--- config.mk ---
export PLATFORM = sky130hd
export DESIGN_NAME = instr_sequencer
export DESIGN_NICKNAME = d
export VERILOG_FILES = /design/src/rtl/cpu_pkg.sv /design/src/rtl/seq_fifo.sv /design/src/rtl/instr_sequencer.sv
export SDC_FILE = /design/constraint.sdc
export NUM_CORES = 1
export LEC_CHECK = 0
export ABC_CLOCK_PERIOD_IN_PS = 3300
export CAP_MARGIN = 10
export CELL_PAD_IN_SITES_DETAIL_PLACEMENT = 0
export CELL_PAD_IN_SITES_GLOBAL_PLACEMENT = 1
export CORE_UTILIZATION = 37
export DETAILED_ROUTE_END_ITERATION = 10
export PLACE_DENSITY_LB_ADDON = 0.2
export SYNTH_ARGS = -nofsm -noshare
export SYNTH_HDL_FRONTEND = slang
export SYNTH_SLANG_ARGS = --single-unit
--- constraint.sdc ---
create_clock -name clk -period 3.3 [get_ports clk]
set_clock_uncertainty 0.15 [all_clocks]
set_input_delay 0.33 -clock clk [delete_from_list [all_inputs] [get_ports clk]]
set_output_delay 0.33 -clock clk [all_outputs]
set_load 0.005 [all_outputs]
--- src/rtl/cpu_pkg.sv ---
// Definitions shared by the instruction sequencer, the mini-CPU and the LCD driver:
// instruction width, opcode field position and the sequencer state encoding.
package cpu_pkg;

  localparam int INSTR_W   = 18;
  localparam int OPCODE_HI = 17;
  localparam int OPCODE_LO = 15;

  typedef enum logic [1:0] {
    SEQ_IDLE  = 2'd0,
    SEQ_ISSUE = 2'd1,
    SEQ_WAIT  = 2'd2
  } seq_state_t;

  function automatic logic [OPCODE_HI-OPCODE_LO:0] get_opcode(input logic [INSTR_W-1:0] instr);
    return instr[OPCODE_HI:OPCODE_LO];
  endfunction

endpackage

--- src/rtl/seq_fifo.sv ---
// Circular instruction FIFO. A push into a full FIFO is still accepted when a pop
// happens in the same cycle; clear empties it and drops any concurrent push.
module seq_fifo #(
  parameter int DEPTH   = 8,
  parameter int INSTR_W = 18,
  localparam int PTR_W  = $clog2(DEPTH),
  localparam int CNT_W  = PTR_W + 1
) (
  input  logic               clk,
  input  logic               reset_n,
  input  logic               clear,
  input  logic               push,
  input  logic [INSTR_W-1:0] push_data,
  input  logic               pop,
  output logic [INSTR_W-1:0] head,
  output logic [CNT_W-1:0]   count,
  output logic               full,
  output logic               empty,
  output logic               push_accept,
  output logic               push_drop
);

  logic [INSTR_W-1:0] mem [DEPTH];
  logic [PTR_W-1:0]   wr_ptr;
  logic [PTR_W-1:0]   rd_ptr;
  logic               pop_ok;

  assign empty       = (count == '0);
  assign full        = (count == CNT_W'(DEPTH));
  assign pop_ok      = pop && !clear && !empty;
  assign push_accept = push && !clear && (!full || pop_ok);
  assign push_drop   = push && !clear && full && !pop_ok;
  assign head        = mem[rd_ptr];

  always_ff @(posedge clk or negedge reset_n) begin
    if (!reset_n) begin
      wr_ptr <= '0;
      rd_ptr <= '0;
      count  <= '0;
    end else if (clear) begin
      wr_ptr <= '0;
      rd_ptr <= '0;
      count  <= '0;
    end else begin
      if (push_accept) wr_ptr <= wr_ptr + PTR_W'(1);
      if (pop_ok)      rd_ptr <= rd_ptr + PTR_W'(1);
      case ({push_accept, pop_ok})
        2'b10:   count <= count + CNT_W'(1);
        2'b01:   count <= count - CNT_W'(1);
        default: count <= count;
      endcase
    end
  end

  // Storage needs no reset: an entry is only read after it has been written.
  always_ff @(posedge clk) begin
    if (push_accept) mem[wr_ptr] <= push_data;
  end

endmodule

--- src/rtl/instr_sequencer.sv ---
// Queues instructions from the front end and issues them one at a time to the CPU,
// waiting for its completion pulse (or the watchdog) before issuing the next.
module instr_sequencer #(
  parameter int DEPTH       = 8,
  parameter int INSTR_W     = cpu_pkg::INSTR_W,
  parameter int TIMEOUT_CYC = 1024,
  localparam int PTR_W      = $clog2(DEPTH)
) (
  input  logic                clk,
  input  logic                reset_n,
  input  logic                push,
  input  logic [INSTR_W-1:0]  push_instr,
  input  logic                run_mode,
  input  logic                step,
  input  logic                flush,
  output logic                issue_valid,
  output logic [INSTR_W-1:0]  issue_instr,
  input  logic                issue_ready,
  input  logic                cpu_done,
  output logic [PTR_W:0]      count,
  output logic                empty,
  output logic                full,
  output logic                overflow,
  output logic                timeout_err,
  output logic                busy,
  output cpu_pkg::seq_state_t dbg_state,
  output logic                dbg_step_pending
);

  import cpu_pkg::*;

  localparam int WD_W = $clog2(TIMEOUT_CYC + 1);

  seq_state_t         state, state_next;
  logic [WD_W-1:0]    wd;
  logic [INSTR_W-1:0] head;
  logic               step_pending;
  logic               fifo_pop, load, set_timeout;
  logic               push_accept, push_drop;

  seq_fifo #(.DEPTH(DEPTH), .INSTR_W(INSTR_W)) u_fifo (
    .clk         (clk),
    .reset_n     (reset_n),
    .clear       (flush),
    .push        (push),
    .push_data   (push_instr),
    .pop         (fifo_pop),
    .head        (head),
    .count       (count),
    .full        (full),
    .empty       (empty),
    .push_accept (push_accept),
    .push_drop   (push_drop)
  );

  // Handshake: the CPU takes issue_instr on a rising edge where issue_valid and
  // issue_ready are both 1; issue_valid then holds low until the next issue.
  assign issue_valid      = (state == SEQ_ISSUE);
  assign busy             = (state != SEQ_IDLE);
  assign dbg_state        = state;
  assign dbg_step_pending = step_pending;

  always_ff @(posedge clk or negedge reset_n) begin
    if (!reset_n) state <= SEQ_IDLE;
    else          state <= state_next;
  end

  always_comb begin
    state_next  = state;
    fifo_pop    = 1'b0;
    load        = 1'b0;
    set_timeout = 1'b0;
    case (state)
      SEQ_IDLE: begin
        // A flush in this cycle empties the queue, so nothing may be issued from it.
        if (!empty && !flush && (run_mode || step_pending)) begin
          load       = 1'b1;
          state_next = SEQ_ISSUE;
        end
      end
      SEQ_ISSUE: begin
        if (flush) begin
          state_next = SEQ_IDLE;
        end else if (issue_ready) begin
          fifo_pop   = 1'b1;
          state_next = SEQ_WAIT;
        end
      end
      SEQ_WAIT: begin
        if (cpu_done) begin
          state_next = SEQ_IDLE;
        end else if (wd == WD_W'(TIMEOUT_CYC - 1)) begin
          set_timeout = 1'b1;
          state_next  = SEQ_IDLE;
        end
      end
      default: state_next = SEQ_IDLE;
    endcase
  end

  always_ff @(posedge clk or negedge reset_n) begin
    if (!reset_n) begin
      wd           <= '0;
      issue_instr  <= '0;
      step_pending <= 1'b0;
      overflow     <= 1'b0;
      timeout_err  <= 1'b0;
    end else begin
      wd <= (state == SEQ_WAIT) ? wd + WD_W'(1) : '0;
      if (load) issue_instr <= head;

      // A step arriving together with an issue arms the following issue.
      if (flush)                                                   step_pending <= 1'b0;
      else if (step && !run_mode && (!empty || push_accept))       step_pending <= 1'b1;
      else if (load)                                               step_pending <= 1'b0;

      if (flush)          overflow <= 1'b0;
      else if (push_drop) overflow <= 1'b1;

      if (flush)            timeout_err <= 1'b0;
      else if (set_timeout) timeout_err <= 1'b1;
    end
  end

endmodule

* After elaboration in Yosys (flattened, before gate mapping) *
Memory sizes are Yosys's and may differ from the RTL's. A register that Yosys moved wholly into a read port is not among the register bits.
Cells that the tools add are included.

operators by class
  reduce and logical (&&, ||, !) cells = 29
  add/subtract/negate cells = 5
  mux-type cells = 30
  equal/unequal tests = 9

operators by type and width
  kind                   count
  $mux 1                 17
  $mux 3                 4
  $add 11x1->11 const B  1
  $eq 11x10->1 const B   1
  $mux 11                1
  $logic_and 1x1->1      10
  $mux 2                 5
  $reduce_bool 2->1      5
  $pmux 4 s2             1
  $add 3x1->3 const B    2
  $logic_not 1->1        6
  $pmux 2 s3             1
  $reduce_bool 3->1      2
  $add 4x1->4 const B    1
  $eq 2x1->1 const B     2
  $eq 2x2->1 const B     2
  $eq 4x4->1 const B     1
  $logic_not 4->1        1
  $mux 4                 1
  $sub 4x1->4 const B    1
  $logic_or 1x1->1       3
  $ne 3x2->1 const B     1
  $ne 3x3->1 const B     1
  $reduce_and 3->1       1
  2 further kinds        2

word-level totals
  input port bits = 26
  memories = 1
  register bits = 26
  word-level logic and storage cells = 82
  RAM bits = 144

memory list
  memory      depth  bits a word  rd ports  clocked after memory_dff  write ports  line            text
  u_fifo.mem  8      18           1         1                         1            seq_fifo.sv:23  logic [INSTR_W-1:0] mem [DEPTH];

* Logic depth before layout (Yosys ltp) *
  word-level depth = 11
  gate-level depth with buffers = 9
  depth with buffers taken out = 8

* Hierarchy *
From an unflattened synthesis, not the netlist that was laid out.

second synthesis, totals
  cells, all modules = 416
  area total of the unflattened synthesis = 7,770.0 um2

by module, submodules not included
  module           seq. area each (um2)  cells each  area each (um2)  times used
  seq_fifo         4,574.4               303         6,326.1          1
  instr_sequencer  850.8                 113         1,443.9          1

* Least setup slack after synthesis *
No wires, ideal clock.

  path kind = input-to-reg
  start point = input port flush
  end point = memory u_fifo.mem[0][0], enable pin
  path slack = 0.016 ns
  cell stages on the path = 5
  required time = 2.734 ns
  arrival time = 2.718 ns
  cell sequence = buf_2 and4bb_2 nor2_1 or4_1 nor3_1

on the way
  cells in the longest elaborated chain, start to end = 8
  elaborated cells between the ends (all ways) = 10
  classes of those cells = 4 x mux; 6 x reduce/logical

RTL lines
  element                          line                   text
  start, declared                  instr_sequencer.sv:15  input logic flush,
  $mux 1                           instr_sequencer.sv:82  if (flush) begin
  $mux 1                           instr_sequencer.sv:73  case (state)
  $logic_and 1x1->1 (2 in series)  seq_fifo.sv:30         assign pop_ok = pop && !clear && !empty;
  $logic_or 1x1->1                 seq_fifo.sv:31         assign push_accept = push && !clear && (!full || pop_ok);
  $logic_and 1x1->1 *              seq_fifo.sv:31
  $mux 1 *                         seq_fifo.sv:57         if (push_accept) mem[wr_ptr] <= push_data;
  $mux 1 (not written as such) *   seq_fifo.sv:57
  end, declared                    seq_fifo.sv:23

Every way passes the cells marked *; elsewhere a longest branch is shown, timed or not.

* Final worst setup path *
  start point = register u_fifo.count[1]
  end point = register u_fifo.count[3]

on the way
  cells in the longest elaborated chain, start to end = 8
  elaborated cells between the ends (all ways) = 14
  classes of those cells = 2 x add/sub; 3 x eq/ne; 2 x mux; 7 x reduce/logical

RTL lines
  element                                          line            text
  start, declared                                  seq_fifo.sv:16  output logic [CNT_W-1:0] count,
  start signal, assigned                           seq_fifo.sv:48  2'b10: count <= count + CNT_W'(1);
  start signal, assigned                           seq_fifo.sv:49  2'b01: count <= count - CNT_W'(1);
  start signal, assigned                           seq_fifo.sv:50  default: count <= count;
  $logic_not 4->1                                  seq_fifo.sv:28  assign empty = (count == '0);
  $logic_not 1->1                                  seq_fifo.sv:30
  $logic_and 1x1->1                                seq_fifo.sv:30
  $logic_or 1x1->1                                 seq_fifo.sv:31
  $logic_and 1x1->1                                seq_fifo.sv:31
  $eq 2x1->1 / $eq 2x2->1 (equally long branches)  seq_fifo.sv:47  case ({push_accept, pop_ok})
  $pmux 4 s2                                       seq_fifo.sv:47
  $mux 4                                           seq_fifo.sv:40  end else if (clear) begin

Parallel ways exist; a longest one is shown, timed or not.
A chain may end at the register's enable or synchronous reset.

==> summary by stage <==
Timing
Setup repair after global routing left no endpoint under its margin. The worst path in the final design needs a cycle of about 2.7 ns, including I/O delays and setup. The final-report max-slew violation count is 0. Setup violations remaining at the end of the flow were counted as 0.

The hold violation total from the final report is 0. For the pin with the worst max-slew slack, the measured transition is between 0.6 and 0.7 ns. Dividing the final minimum period by the clock period gives 0.807. The normalized max-slew margin is 0.540. The aggregate negative setup slack is 0 ns.

The highest achievable clock rate is about 0.38 GHz.

Floorplan
The area of the die is ~21000 sq um. The starting density of the core is 0.380. The die boundary height is roughly 140 microns. Row generation in the floorplan step produced between 50 and 60 rows. 57 I/O pins were placed. In this run the standard cell core region covers 19600 sq um. The die width is roughly 140 microns.

Clock network
TritonCTS built the clock tree. The clock-pin slew reported for the worst setup and hold paths after clock tree synthesis is around 0.07 ns. The TritonCTS buffer count is 17.

The depth of the CTS H-tree is 4. The worst-skew pair later-pin latency is about 0.42 ns. The tree built by TritonCTS fans out to between 150 and 200 sinks. The buffer cell driving the clock tree root is sky130_fd_sc_hd__clkbuf_16. The worst-case clock buffer depth is 2.

Cells and area
After filler insertion, the fill cell instance count of the layout stands at between 1500 and 2000. In the final layout, the share of cells above drive strength 1 is 0.210. The number of diodes added for antenna fixing is 0. The most common cell after layout, fill and taps aside is sky130_fd_sc_hd__edfxtp_1. From synthesis to final layout, the design area changed by 21.6%. The number of nets in the finished design is between 500 and 600. The library cells used most frequently in the layout, excluding fill and tap cells, are sky130_fd_sc_hd__edfxtp_1 (144), sky130_fd_sc_hd__clkdlybuf4s50_1 (55), sky130_fd_sc_hd__nor2_1 (51). The finished cells cover a little over 9000 sq um.

Setup path
STA puts the critical path data required time at around 3.5 ns. The worst register-to-register path has a depth of 7. In this run the worst path has a maximum fanout of 9. Setup slack on the worst reg-to-reg path comes out at around 0.64 ns. The worst setup path is launched from a flip-flop.

By startpoint and endpoint, the worst setup path is classified as flip-flop to flip-flop. Data on the critical path arrives at its endpoint at 2.82 ns. STA classifies the critical path endpoint as a flip-flop.

Synthesis
For this run, the number of Yosys warnings is 0. The synthesized-area fraction occupied by ao, oa, aoi and oai cells is 0.0316. Of the post-synthesis cell area, the part taken by muxes is 0.142. The dominant combinational cell family by area after synthesis is multiplexers. The synthesized netlist occupies a cell area of 7450 sq um. Synthesis produced a netlist whose cell count is approximately 420. Among all flip-flop cells after synthesis, the most frequent one is sky130_fd_sc_hd__edfxtp_1. The netlist uses 45 different library cells. The async set-or-reset flop fraction in the synthesized netlist is 0.234. Yosys mapped a number of flops with a built-in enable equal to between 100 and 150. Of the total synthesized cell area, the portion taken by XOR and XNOR cells is 0.0129.

The number of register bits inferred by synthesis is approximately 190. A synthesized cell averages 17.8 sq um. The area share of and/or/nand/nor cells after synthesis is 0.0621. Of the total synthesized cell area, the portion taken by full adders, half adders and majority gates is 0.00839.

Of the synthesized area, sequential elements account for 0.728. The total nets after synthesis is 449.

Detailed routing
The via density per instance is between 4 and 5. The routed via count is ~3900. The final layout contains routed wiring with a total length of 14.6 mm. The DRC violation count after routing is 0. The detailed-routing iteration count for the pre-antenna-repair pass is 4. Once detail routing completed, the nets flagged for antenna violations numbered 0.

For this block, the initial DRC count from the detailed router was about 220. The average routed wire per standard cell is approximately 19 microns.

Power
The peak supply drop is ~0.00031 V. The reported leakage power is between 3 and 4 nW. Summing internal, switching and leakage power gives ~0.0053 W.

The areal power density over the cells is roughly 580 nW/um^2. In this run the power spent charging and discharging nets is 0.00124 W. The cell-internal power is approximately 0.004 W.

Of the total power, the clock network draws 0.373. The relative contribution of sequential cells to total power is 0.525. Of the total power, the share spent switching nets is 0.237. Of the total power, combinational logic draws 0.102.

Global route
Entering global routing, the biggest net connects 38 pins. The total track usage is 0.158. The global-route wire length before repair is between 20 and 25 mm. The residual overflow from global routing is 0. The number of antenna violations at the first check in global routing is 0. The number of global-route vias before repair is 4077.

Status
The flow ran to the end, and the final reports show no timing, DRC or antenna violations.

Placement
At the end of routability-driven placement, the weighted congestion stood at around 0.80. Summing all placed instances gives a cell area of between 8000 and 9000 sq um. The wire-length estimate of the detail-placed layout is about 9.5 mm. During placement, the flow inserted port buffers numbering 56.

Min path
The class of the most critical hold timing path is primary input to async pin.

Flow run
Max-cap violations in this run came to 0.
==> final timing paths <==
path | startpoint | endpoint
min in group clk | wd[0]$_DFF_PN0_ | wd[0]$_DFF_PN0_
max | u_fifo.count[1]$_DFFE_PN0P_ | u_fifo.count[3]$_DFFE_PN0P_
min reg2reg | wd[0]$_DFF_PN0_ | wd[0]$_DFF_PN0_
max in group asynchronous | reset_n | wd[4]$_DFF_PN0_
max reg2reg | u_fifo.count[1]$_DFFE_PN0P_ | u_fifo.count[3]$_DFFE_PN0P_
min | reset_n | u_fifo.count[0]$_DFFE_PN0P_
==> worst max-delay path: stages (launching register included) <==
cell	delay, ns
sky130_fd_sc_hd__dfrtp_1	0.49
sky130_fd_sc_hd__or4_4	0.64
sky130_fd_sc_hd__clkinv_4	0.11
sky130_fd_sc_hd__nor3_1	0.07
sky130_fd_sc_hd__ha_1	0.37
sky130_fd_sc_hd__a31oi_1	0.10
sky130_fd_sc_hd__o31ai_1	0.25
sky130_fd_sc_hd__mux2_2	0.37
==> area by class of cell <==
class | instances | area [sq um] | share of cell area
Clock buffer | 18 | 429 | 0.0474
Clock inverter | 14 | 154 | 0.0170
Inverter | 7 | 31.3 | 0.00345
Multi-Input combinational cell | 206 | 1920 | 0.212
Sequential cell | 188 | 5430 | 0.599
Tap cell | 265 | 332 | 0.0366
Timing Repair Buffer | 82 | 766 | 0.0845
==> repair_timing <==
item,4_1_cts,5_1_grt
hold buffers,1,0
setup buffers,0,0
hold endpoints to repair,21,0
gates resized for setup,0,0
==> logic make-up (layout without fill, tap and decap cells) <==
| family | count (synthesis) | in the layout |
|---|---|---|
| AO/OA/AOI/OAI | 38 | 38 |
| XOR/XNOR | 11 | 11 |
| adder cells (fa/ha/maj) | 5 | 5 |
| buffers and inverters | 24 | 121 |
| flip-flops | 188 | 188 |
| multiplexers | 60 | 60 |
| AND/OR/NAND/NOR | 92 | 92 |
==> synth_stat cells, drive strengths merged (6+ instances only) <==
cell type  number  share of area
mux2i          22          0.030
nand3           6         0.0040
inv             6         0.0030
nor3            6         0.0040
clkbuf          6         0.0030
buf            11         0.0079
xor2            6         0.0071
dfrtp          44           0.15
nand2           7         0.0035
mux4           36           0.11
edfxtp        144           0.58
a21oi          23          0.015
nor2           52          0.027
==> metal layers <==
metal	vias up	track usage	routed length, microns
li1	1794	-	-
met1	1989	0.213	6790
met2	75	0.251	7020
met3	15	0.0397	617
met4	0	0.0476	170
met5	-	0	0
==> metrics by stage <==
| step | cells | hold WS [ns] | utilization | setup slack [ns] |
|---|---|---|---|---|
| global placement | 747 | 0.225 | 0.432 | 0.325 |
| detailed placement | 747 | 0.248 | 0.432 | 0.333 |
| floorplan | 418 | -0.116 | - | 0.0161 |
| global route | 780 | 0.370 | 0.463 | 0.477 |
| CTS | 780 | 0.305 | 0.463 | 0.609 |
| finish | 780 | 0.308 | 0.463 | 0.636 |
==> power groups by stage <==
stage / registers (W) / clock network (W) / logic, W
after floorplan: 0.00281 / 0 / 0.000195
after global placement: 0.00281 / 0 / 0.000534
after detailed placement: 0.00281 / 0 / 0.000541
after CTS: 0.00276 / 0.00203 / 0.000545
after global routing: 0.00278 / 0.00213 / 0.000592
final: 0.00276 / 0.00196 / 0.000533
==> state kept, by name (all words and copies together) (netlist names) <==
register          count
u_fifo.mem          144
issue_instr          18
wd                   11
u_fifo.count          4
u_fifo.rd_ptr         3
u_fifo.wr_ptr         3
dbg_state             2
dbg_step_pending      1
overflow              1
timeout_err           1
(Power assumes the default switching activity.)
